`src/rtl/uart_cmd_decoder.sv`:
```
// Hamming(7,4) command decoder between uart_rx and uart_tx: sets out_en, answers each byte with ACK/NAK, watchdog forces output off.
// Optional macro HAMMING_CORRECT_EN: single-bit correction instead of detection-only.
module uart_cmd_decoder #(
  parameter logic [7:0]  ACK_BYTE       = 8'h3C,
  parameter logic [7:0]  NAK_BYTE       = 8'hC3,
  parameter int unsigned TIMEOUT_CYCLES = 48000000,
  parameter int unsigned CNT_W          = 32
) (
  input  logic       clk,
  input  logic       reset,
  input  logic [7:0] data_received,
  input  logic       rx_done,
  input  logic       parity_error,
  input  logic       tx_busy,
  output logic [7:0] data_to_tx,
  output logic       start_tx,
  output logic       out_en,
  output logic       cmd_valid,
  output logic [3:0] cmd_nibble,
  output logic       timeout,
  output logic       overrun
);

  localparam logic [3:0]       CMD_ON     = 4'h6;
  localparam logic [3:0]       CMD_OFF    = 4'hD;
  localparam logic [3:0]       CMD_TOGGLE = 4'h9;
  localparam logic [CNT_W-1:0] WDOG_LAST  = CNT_W'(TIMEOUT_CYCLES - 1);
  localparam logic [6:0]       SYN_MASK [3] = '{7'b1010101, 7'b1100110, 7'b1111000};
  localparam int               DATA_IDX [4] = '{2, 4, 5, 6};

  typedef enum logic [1:0] {
    IDLE      = 2'd0,
    DECODE    = 2'd1,
    REQ       = 2'd2,
    WAIT_DONE = 2'd3
  } state_t;

  state_t state_reg, state_next;

  logic [7:0] hold_data_reg;
  logic       hold_perr_reg;
  logic       hold_full_reg;
  logic       overrun_reg;
  logic       entry_free;

  logic [6:0] codeword;
  logic [2:0] syndrome;
  logic [3:0] nibble;
  logic       syndrome_ok;
  logic       cmd_known;
  logic       accept;

  logic             out_en_reg, out_en_next;
  logic             cmd_valid_reg, cmd_valid_next;
  logic [3:0]       cmd_nibble_reg, cmd_nibble_next;
  logic             timeout_reg, timeout_next;
  logic [7:0]       tx_data_reg, tx_data_next;
  logic [CNT_W-1:0] wdog_cnt_reg, wdog_cnt_next;

  // The entry is released in DECODE; a byte arriving that same cycle still lands.
  assign entry_free = (state_reg == DECODE);

  always_ff @(posedge clk) begin
    if (!reset) begin
      hold_data_reg <= '0;
      hold_perr_reg <= 1'b0;
      hold_full_reg <= 1'b0;
      overrun_reg   <= 1'b0;
    end else begin
      if (rx_done && (!hold_full_reg || entry_free)) begin
        hold_data_reg <= data_received;
        hold_perr_reg <= parity_error;
        hold_full_reg <= 1'b1;
      end else if (entry_free) begin
        hold_full_reg <= 1'b0;
      end
      if (rx_done && hold_full_reg && !entry_free) begin
        overrun_reg <= 1'b1;
      end
    end
  end

  assign codeword = hold_data_reg[6:0];

  for (genvar gi = 0; gi < 3; gi++) begin : g_syndrome
    assign syndrome[gi] = ^(codeword & SYN_MASK[gi]);
  end

  // Flipping a parity position never changes the nibble, so only data positions need a fix path.
  for (genvar gi = 0; gi < 4; gi++) begin : g_nibble
`ifdef HAMMING_CORRECT_EN
    assign nibble[gi] = codeword[DATA_IDX[gi]] ^ (syndrome == 3'(DATA_IDX[gi] + 1));
`else
    assign nibble[gi] = codeword[DATA_IDX[gi]];
`endif
  end

`ifdef HAMMING_CORRECT_EN
  assign syndrome_ok = 1'b1;
`else
  assign syndrome_ok = (syndrome == 3'd0);
`endif

  assign cmd_known = (nibble == CMD_ON) || (nibble == CMD_OFF) || (nibble == CMD_TOGGLE);
  assign accept    = !hold_perr_reg && hold_data_reg[7] && syndrome_ok && cmd_known;

  always_comb begin
    out_en_next     = out_en_reg;
    cmd_valid_next  = 1'b0;
    cmd_nibble_next = cmd_nibble_reg;
    timeout_next    = 1'b0;
    tx_data_next    = tx_data_reg;
    wdog_cnt_next   = '0;

    if (out_en_reg) begin
      if (wdog_cnt_reg == WDOG_LAST) begin
        out_en_next   = 1'b0;
        timeout_next  = 1'b1;
        wdog_cnt_next = '0;
      end else begin
        wdog_cnt_next = wdog_cnt_reg + CNT_W'(1);
      end
    end

    // An accepted command overrides a watchdog expiry landing in the same cycle.
    if (state_reg == DECODE) begin
      if (accept) begin
        case (nibble)
          CMD_ON:  out_en_next = 1'b1;
          CMD_OFF: out_en_next = 1'b0;
          default: out_en_next = ~out_en_reg;
        endcase
        cmd_nibble_next = nibble;
        cmd_valid_next  = 1'b1;
        timeout_next    = 1'b0;
        wdog_cnt_next   = '0;
        tx_data_next    = ACK_BYTE;
      end else begin
        tx_data_next = NAK_BYTE;
      end
    end
  end

  always_ff @(posedge clk) begin
    if (!reset) begin
      out_en_reg     <= 1'b0;
      cmd_valid_reg  <= 1'b0;
      cmd_nibble_reg <= '0;
      timeout_reg    <= 1'b0;
      tx_data_reg    <= '0;
      wdog_cnt_reg   <= '0;
    end else begin
      out_en_reg     <= out_en_next;
      cmd_valid_reg  <= cmd_valid_next;
      cmd_nibble_reg <= cmd_nibble_next;
      timeout_reg    <= timeout_next;
      tx_data_reg    <= tx_data_next;
      wdog_cnt_reg   <= wdog_cnt_next;
    end
  end

  always_ff @(posedge clk) begin
    if (!reset) begin
      state_reg <= IDLE;
    end else begin
      state_reg <= state_next;
    end
  end

  always_comb begin
    state_next = state_reg;
    case (state_reg)
      IDLE:      if (hold_full_reg) state_next = DECODE;
      DECODE:    state_next = REQ;
      REQ:       if (tx_busy) state_next = WAIT_DONE;
      WAIT_DONE: if (!tx_busy) state_next = IDLE;
      default:   state_next = IDLE;
    endcase
  end

  always_comb begin
    start_tx = (state_reg == REQ);
  end

  assign data_to_tx = tx_data_reg;
  assign out_en     = out_en_reg;
  assign cmd_valid  = cmd_valid_reg;
  assign cmd_nibble = cmd_nibble_reg;
  assign timeout    = timeout_reg;
  assign overrun    = overrun_reg;

endmodule

```
`config.mk`:
```
export PLATFORM = sky130hd
export DESIGN_NAME = uart_cmd_decoder
export DESIGN_NICKNAME = d
export VERILOG_FILES = /design/src/rtl/uart_cmd_decoder.sv
export SDC_FILE = /design/constraint.sdc
export NUM_CORES = 1
export LEC_CHECK = 0
export CORE_UTILIZATION = 47
export CTS_BUF_LIST = sky130_fd_sc_hd__clkbuf_2 sky130_fd_sc_hd__clkbuf_4 sky130_fd_sc_hd__clkbuf_8
export DETAILED_ROUTE_END_ITERATION = 8
export PLACE_DENSITY = 0.79
export SETUP_SLACK_MARGIN = 0.1
export SYNTH_ARGS = -nofsm -noshare
export SYNTH_HDL_FRONTEND = slang
export SYNTH_SLANG_ARGS = --single-unit
```
`constraint.sdc`:
```
create_clock -name clk -period 4.35 [get_ports clk]
set_input_delay 0.87 -clock clk [delete_from_list [all_inputs] [get_ports clk]]
set_output_delay 0.87 -clock clk [all_outputs]
set_load 0.03 [all_outputs]
```
After elaboration in Yosys (flattened, before gate mapping)
Cells that the tools add are included.
W data, S select, Z words.
{"block": "classes", "n_reduce_logical": 21, "n_eq_ne": 10, "muxes": 21, "n_bitwise": 1, "addsub": 1}
{"operator": "$mux W32", "count": 4}
{"operator": "$add A32 B1 Y32 const B", "count": 1}
{"operator": "$eq A32 B26 Y1 const B", "count": 1}
{"operator": "$reduce_xor A7 Y1", "count": 3}
{"operator": "$mux W1", "count": 11}
{"operator": "$eq A4 B4 Y1 const B", "count": 2}
{"operator": "$mux W8", "count": 1}
{"operator": "$pmux W2 S4", "count": 1}
{"operator": "$logic_and A1 B1 Y1", "count": 6}
{"operator": "$mux W2", "count": 3}
{"operator": "$ne A2 B2 Y1 const B", "count": 3}
{"operator": "$eq A2 B2 Y1 const B", "count": 2}
{"operator": "$eq A4 B3 Y1 const B", "count": 1}
{"operator": "$reduce_and A2 Y1", "count": 2}
{"operator": "$logic_not A1 Y1", "count": 3}
{"operator": "$logic_not A3 Y1", "count": 1}
{"operator": "$logic_or A1 B1 Y1", "count": 3}
{"operator": "$reduce_and A3 Y1", "count": 1}
{"operator": "$eq A2 B1 Y1 const B", "count": 1}
{"operator": "$logic_not A2 Y1", "count": 1}
{"operator": "$pmux W1 S2", "count": 1}
{"operator": "$reduce_bool A2 Y1", "count": 1}
{"operator": "$not A1 Y1", "count": 1}
{"block": "totals", "ff_bits": 60, "wordCells": 65}

Logic depth before layout (Yosys ltp)
{"block": "logic_depth", "word_depth": 6, "ltp_mapped": 8}

Worst setup path before layout
No wires, ideal clock.
{"block": "synth_path", "path_kind": "flip-flop to flip-flop", "from": "reg wdog_cnt_reg[0]", "to": "reg out_en_reg (netlist: out_en)", "required_time_ns": 4.223, "path_slack_ns": 2.385, "period_less_slack_ns": 1.965, "arrival_ns": 1.838, "path_stages_with_launch": 8, "cell_sequence": "dfxtp_1 > ha_1 > nand2_1 > or3_1 > o41a_1 > o211ai_2 > buf_6 > o41ai_1"}
{"block": "synth_via", "elab_chain_cells": 5}
{"item": "start: declaration", "line": "58", "rtl": "logic [CNT_W-1:0] wdog_cnt_reg, wdog_cnt_next;"}
{"item": "start signal: assignment", "line": "158", "rtl": "wdog_cnt_reg <= wdog_cnt_next;"}
{"item": "$eq A32 B26 Y1 (*)", "line": "116", "rtl": "if (wdog_cnt_reg == WDOG_LAST) begin"}
{"item": "$mux W1 (*)", "line": "116"}
{"item": "$mux W1 (*)", "line": "115", "rtl": "if (out_en_reg) begin"}
{"item": "$mux W1", "line": "127", "rtl": "if (accept) begin"}
{"item": "$mux W1 (*)", "line": "126", "rtl": "if (state_reg == DECODE) begin"}
{"item": "end signal: assignment", "line": "153", "rtl": "out_en_reg <= out_en_next;"}
{"item": "end: declaration", "line": "53", "rtl": "logic out_en_reg, out_en_next;"}
Mark *: on every way between the ends. The rest lies on a longest branch, timed or not.
A chain may end at the register's enable or synchronous reset.

Worst setup path after layout
{"block": "layout_path", "from": "reg hold_data_reg[5]", "to": "reg wdog_cnt_reg[18]"}
{"block": "layout_via", "elab_chain_cells": 6}
{"item": "start: declaration", "line": "40", "rtl": "logic [7:0] hold_data_reg;"}
{"item": "start signal: assignment", "line": "71", "rtl": "hold_data_reg <= data_received;"}
{"item": "$reduce_xor A7 Y1, or another cell as far along", "line": "86", "rtl": "assign syndrome[gi] = ^(codeword & SYN_MASK[gi]);"}
{"item": "$logic_not A3 Y1 / $logic_or A1 B1 Y1 (equally long branches)", "line": "101, 104"}
{"item": "$logic_and A1 B1 Y1 / $logic_or A1 B1 Y1 (equally long branches)", "line": "105, 104"}
{"item": "$logic_and A1 B1 Y1 (*)", "line": "105", "rtl": "assign accept = !hold_perr_reg && hold_data_reg[7] && syndrome_ok && cmd_known;"}
{"item": "$mux W32 (*)", "line": "127"}
{"item": "$mux W32 (*)", "line": "126"}
Marked as above.

==> impl_summary.log <==
[metrics] clock period minus worst slack: 2.52 ns
[metrics] IR Drop Worst-Case VDD: 0.303 mV
[metrics] Setup Total Neg Slack: 0 ns
[metrics] Syn Nets: 282
[metrics] placeable core region: 4850 um2
[metrics] library cells used by synthesis: 39
[metrics] Sink Count: 54
[metrics] combinational share of power: 0.199
[metrics] WS Path Type: register to register
[metrics] average via count per standard cell: 5.17
[metrics] internal cell power: 0.730 mW
[metrics] Port Buf Inserts: 29
[metrics] antenna violations before repair: 0
[metrics] fill cell count: 438
[metrics] area added between synthesis and finish: 16.2%
[metrics] relative contribution of the clock network to total power: 0.280
[metrics] total number of placement rows: 25
[metrics] 1st-iter DRT viols: 125
[metrics] DR vias: 1836
[metrics] CTS HTree Levels: 2
[metrics] Sw Pwr: 0.301 mW
[metrics] via count of the first global-routing pass: 1711
[metrics] placed wire-length estimate after detailed placement: 3.25 mm
[metrics] deepest clock path buffer count: 2
[metrics] RSZ-0062 raised after global routing: no
[metrics] library cell occupying the most area in the post-synthesis netlist: sky130_fd_sc_hd__dfxtp_1
[metrics] die span in x: 74.1 um
[metrics] Post-Synthesis Mean Instance Area: 9.40 um2
[metrics] flip-flop count of the largest register, all copies and words added: 32
[metrics] number of buffers inserted to repair setup after CTS: 0
[metrics] P per Cell Area: 363 nW/um2
[metrics] proportion of netlist area held by the largest area contributor: 0.442
[metrics] status: finished, final reports clean
[metrics] maximum clock skew at final layout: 0.00488 ns
[metrics] fraction of power spent switching nets: 0.292
[metrics] Post-CTS Hold Buffers: 0
[metrics] setup slack of the critical path after layout: 1.83 ns
[metrics] Hold WC Path Type: register to register
[metrics] routed length per placed instance: 12.5 um
[metrics] share of the yosys chip area belonging to registers: 0.442
[metrics] CTS tree: built
[metrics] delay contributed by the slowest stage of the critical path: 0.63 ns
[metrics] GRT Overall Usage: 0.187
[metrics] combined area of all synthesized cells: 2440 um2
[metrics] final slew viol count: 0
[metrics] Leak: 1.02 nW
[metrics] headroom to the max-slew limit: 0.395
[metrics] sequential cell area in the final layout: 1080 um2
[metrics] data arrival time of the critical path: 2.73 ns
[metrics] footprint of the multi-input gates: 1240 um2
[metrics] Crit. End Element: register
[metrics] clock network latency to the later pin of the worst-skew pair: 0.31 ns
[metrics] total clock buffers created by CTS: 5
[metrics] maximum achievable frequency: 0.396 GHz
[metrics] Seq pwr share: 0.522
[metrics] starting utilization of the core area: 0.504
[metrics] DRC: 0
[metrics] flip-flop and latch count after synthesis: 54
[metrics] share of cells above drive strength 1: 0.0556
[metrics] CTS resizes: 0
[metrics] pin count of the biggest net entering global routing: 19
[metrics] Final GP Congestion: 0.798
[metrics] crit-path max FO: 17
[metrics] leading cell types by total area after synthesis: sky130_fd_sc_hd__dfxtp_1 44%, sky130_fd_sc_hd__xor2_1 8.2%, sky130_fd_sc_hd__nor2_1 7.1%
[metrics] Final Power: 1.03 mW
[metrics] die boundary height: 74.1 um
[metrics] Warnings, synthesis: 0
[metrics] critical path required time: 4.56 ns
[metrics] Antenna diodes: 0
[metrics] total wire length after detailed routing: 4.45 mm
[metrics] slew at the pin closest to its max-slew limit: 0.900 ns
[metrics] cell count after synthesis: 260
[metrics] MaxCap Viol Count: 0
[metrics] Die Outline Area: 5490 um2
[metrics] portion of the clock cycle consumed by the worst path in the final layout: 0.580
[metrics] slowest cell on the critical path: sky130_fd_sc_hd__o211ai_2
[metrics] Clock Tree Root: sky130_fd_sc_hd__clkbuf_8
[metrics] antenna viol nets, final: 0
[metrics] Final Hold Viols: 0
[metrics] post-placement worst setup slack: 1.78 ns
[metrics] I/O Pins: 30
[metrics] nature of the critical path startpoint: register
[metrics] Final setup violation count: 0
[metrics] global route total overflow: 0
[metrics] iteration count of the initial detailed-routing pass: 4
[metrics] clock slew at reported path FFs: 0.10 ns
[metrics] share of the core filled with cells: 0.586
[metrics] final layout net count: 309
[metrics] worst-path cell chain: inv_1 > ha_1 > xnor2_1 > o2111a_1 > o22ai_1 > o211ai_2 > buf_4 > nor2_1
[metrics] first-pass GRT wire length: 7.73 mm
## worst max-delay path: cells and delay by family, from the launching register on
family	cells	cell delay, ns
AO/OA/AOI/OAI	3	0.98
flip-flops	1	0.46
buffers and inverters	2	0.41
adder cells (fa/ha/maj)	1	0.30
XOR/XNOR	1	0.19
AND/OR/NAND/NOR	1	0.07
## power by group through the flow
stage / clock [mW] / sequential [mW] / combinational (mW)
after detailed placement: 0 / 0.550 / 0.207
after global placement: 0 / 0.549 / 0.203
final: 0.289 / 0.538 / 0.205
after CTS: 0.298 / 0.539 / 0.207
after floorplan: 0 / 0.555 / 0.147
after global routing: 0.317 / 0.542 / 0.226
## synth_stat cells
library cell / count
sky130_fd_sc_hd__a211oi_1: 1
sky130_fd_sc_hd__a21oi_1: 3
sky130_fd_sc_hd__a221o_1: 1
sky130_fd_sc_hd__a22o_1: 4
sky130_fd_sc_hd__a31o_2: 1
sky130_fd_sc_hd__and3_1: 6
sky130_fd_sc_hd__and3_2: 1
sky130_fd_sc_hd__and4_1: 2
sky130_fd_sc_hd__buf_1: 1
sky130_fd_sc_hd__buf_4: 6
sky130_fd_sc_hd__buf_6: 3
sky130_fd_sc_hd__clkbuf_1: 1
sky130_fd_sc_hd__dfxtp_1: 54
sky130_fd_sc_hd__ha_1: 9
sky130_fd_sc_hd__inv_1: 9
sky130_fd_sc_hd__mux2i_1: 10
sky130_fd_sc_hd__nand2_1: 10
sky130_fd_sc_hd__nand3_1: 13
sky130_fd_sc_hd__nand3b_1: 1
sky130_fd_sc_hd__nand4_1: 10
sky130_fd_sc_hd__nand4_4: 1
sky130_fd_sc_hd__nor2_1: 46
sky130_fd_sc_hd__nor2b_1: 8
sky130_fd_sc_hd__nor3_1: 7
sky130_fd_sc_hd__nor3b_1: 1
sky130_fd_sc_hd__nor4_1: 5
sky130_fd_sc_hd__nor4bb_1: 1
sky130_fd_sc_hd__o2111a_1: 1
sky130_fd_sc_hd__o211ai_2: 1
sky130_fd_sc_hd__o21a_1: 2
sky130_fd_sc_hd__o21ai_0: 1
sky130_fd_sc_hd__o22ai_1: 1
sky130_fd_sc_hd__o41a_1: 1
sky130_fd_sc_hd__o41ai_1: 1
sky130_fd_sc_hd__or3_1: 1
sky130_fd_sc_hd__or3_2: 1
sky130_fd_sc_hd__or4b_2: 1
sky130_fd_sc_hd__xnor2_1: 11
sky130_fd_sc_hd__xor2_1: 23
## metal layers
metal,GRT usage,share of wire
met5,0,0
met4,0.0662,0.013
met3,0.0596,0.046
met2,0.286,0.47
met1,0.248,0.47
## cells by family (layout without fill, tap and decap cells)
| logic type | Yosys count | count (layout) | synth area share |
|---|---|---|---|
| simple gates | 115 | 115 | 0.240 |
| flops | 54 | 54 | 0.442 |
| xor+xnor | 34 | 34 | 0.122 |
| buf+inv | 20 | 48 | 0.0491 |
| compound gates | 18 | 18 | 0.0599 |
| mux | 10 | 10 | 0.0409 |
| fa+ha+maj | 9 | 9 | 0.0461 |
## placed cells by master, fill, tap and decap left out, drive strengths merged, types with 7 or more instances in the layout
cell type | Yosys | final
and3 | 7 | 7
clkdlybuf4s50 | 0 | 29
dfxtp | 54 | 54
ha | 9 | 9
inv | 9 | 10
mux2i | 10 | 10
nand2 | 10 | 10
nand3 | 13 | 13
nand4 | 11 | 11
nor2 | 46 | 46
nor2b | 8 | 8
nor3 | 7 | 7
xnor2 | 11 | 11
xor2 | 23 | 23
## cell type report
type | instances | area share
multi-input cells | 186 | 0.438
clock buffers | 5 | 0.0242
well taps | 67 | 0.0295
clock inverters | 3 | 0.00881
flip-flops and latches | 54 | 0.380
inverters | 9 | 0.0119
repair buffers | 31 | 0.107
## worst paths after layout
kind | from | to | slack [ns] | depth (start not counted)
setup / recovery | hold_data_reg[5]$_SDFFE_PN0P_ | wdog_cnt_reg[18]$_SDFF_PN0_ | 1.83 | 8
hold / removal | wdog_cnt_reg[0]$_SDFF_PN0_ | wdog_cnt_reg[0]$_SDFF_PN0_ | 0.45 | 1
setup reg to reg | hold_data_reg[5]$_SDFFE_PN0P_ | wdog_cnt_reg[18]$_SDFF_PN0_ | 1.83 | 8
hold reg to reg | wdog_cnt_reg[0]$_SDFF_PN0_ | wdog_cnt_reg[0]$_SDFF_PN0_ | 0.45 | 1
## through the flow
stage	hold WS, ns	instance area (um2)	std cells
after global placement	0.429	2750	347
after CTS	0.459	2840	355
after floorplan	0.417	2440	260
after detailed placement	0.436	2750	347
after global routing	0.494	2840	355
final	0.455	2840	355
Note: power is estimated with default switching activity, not from simulation.
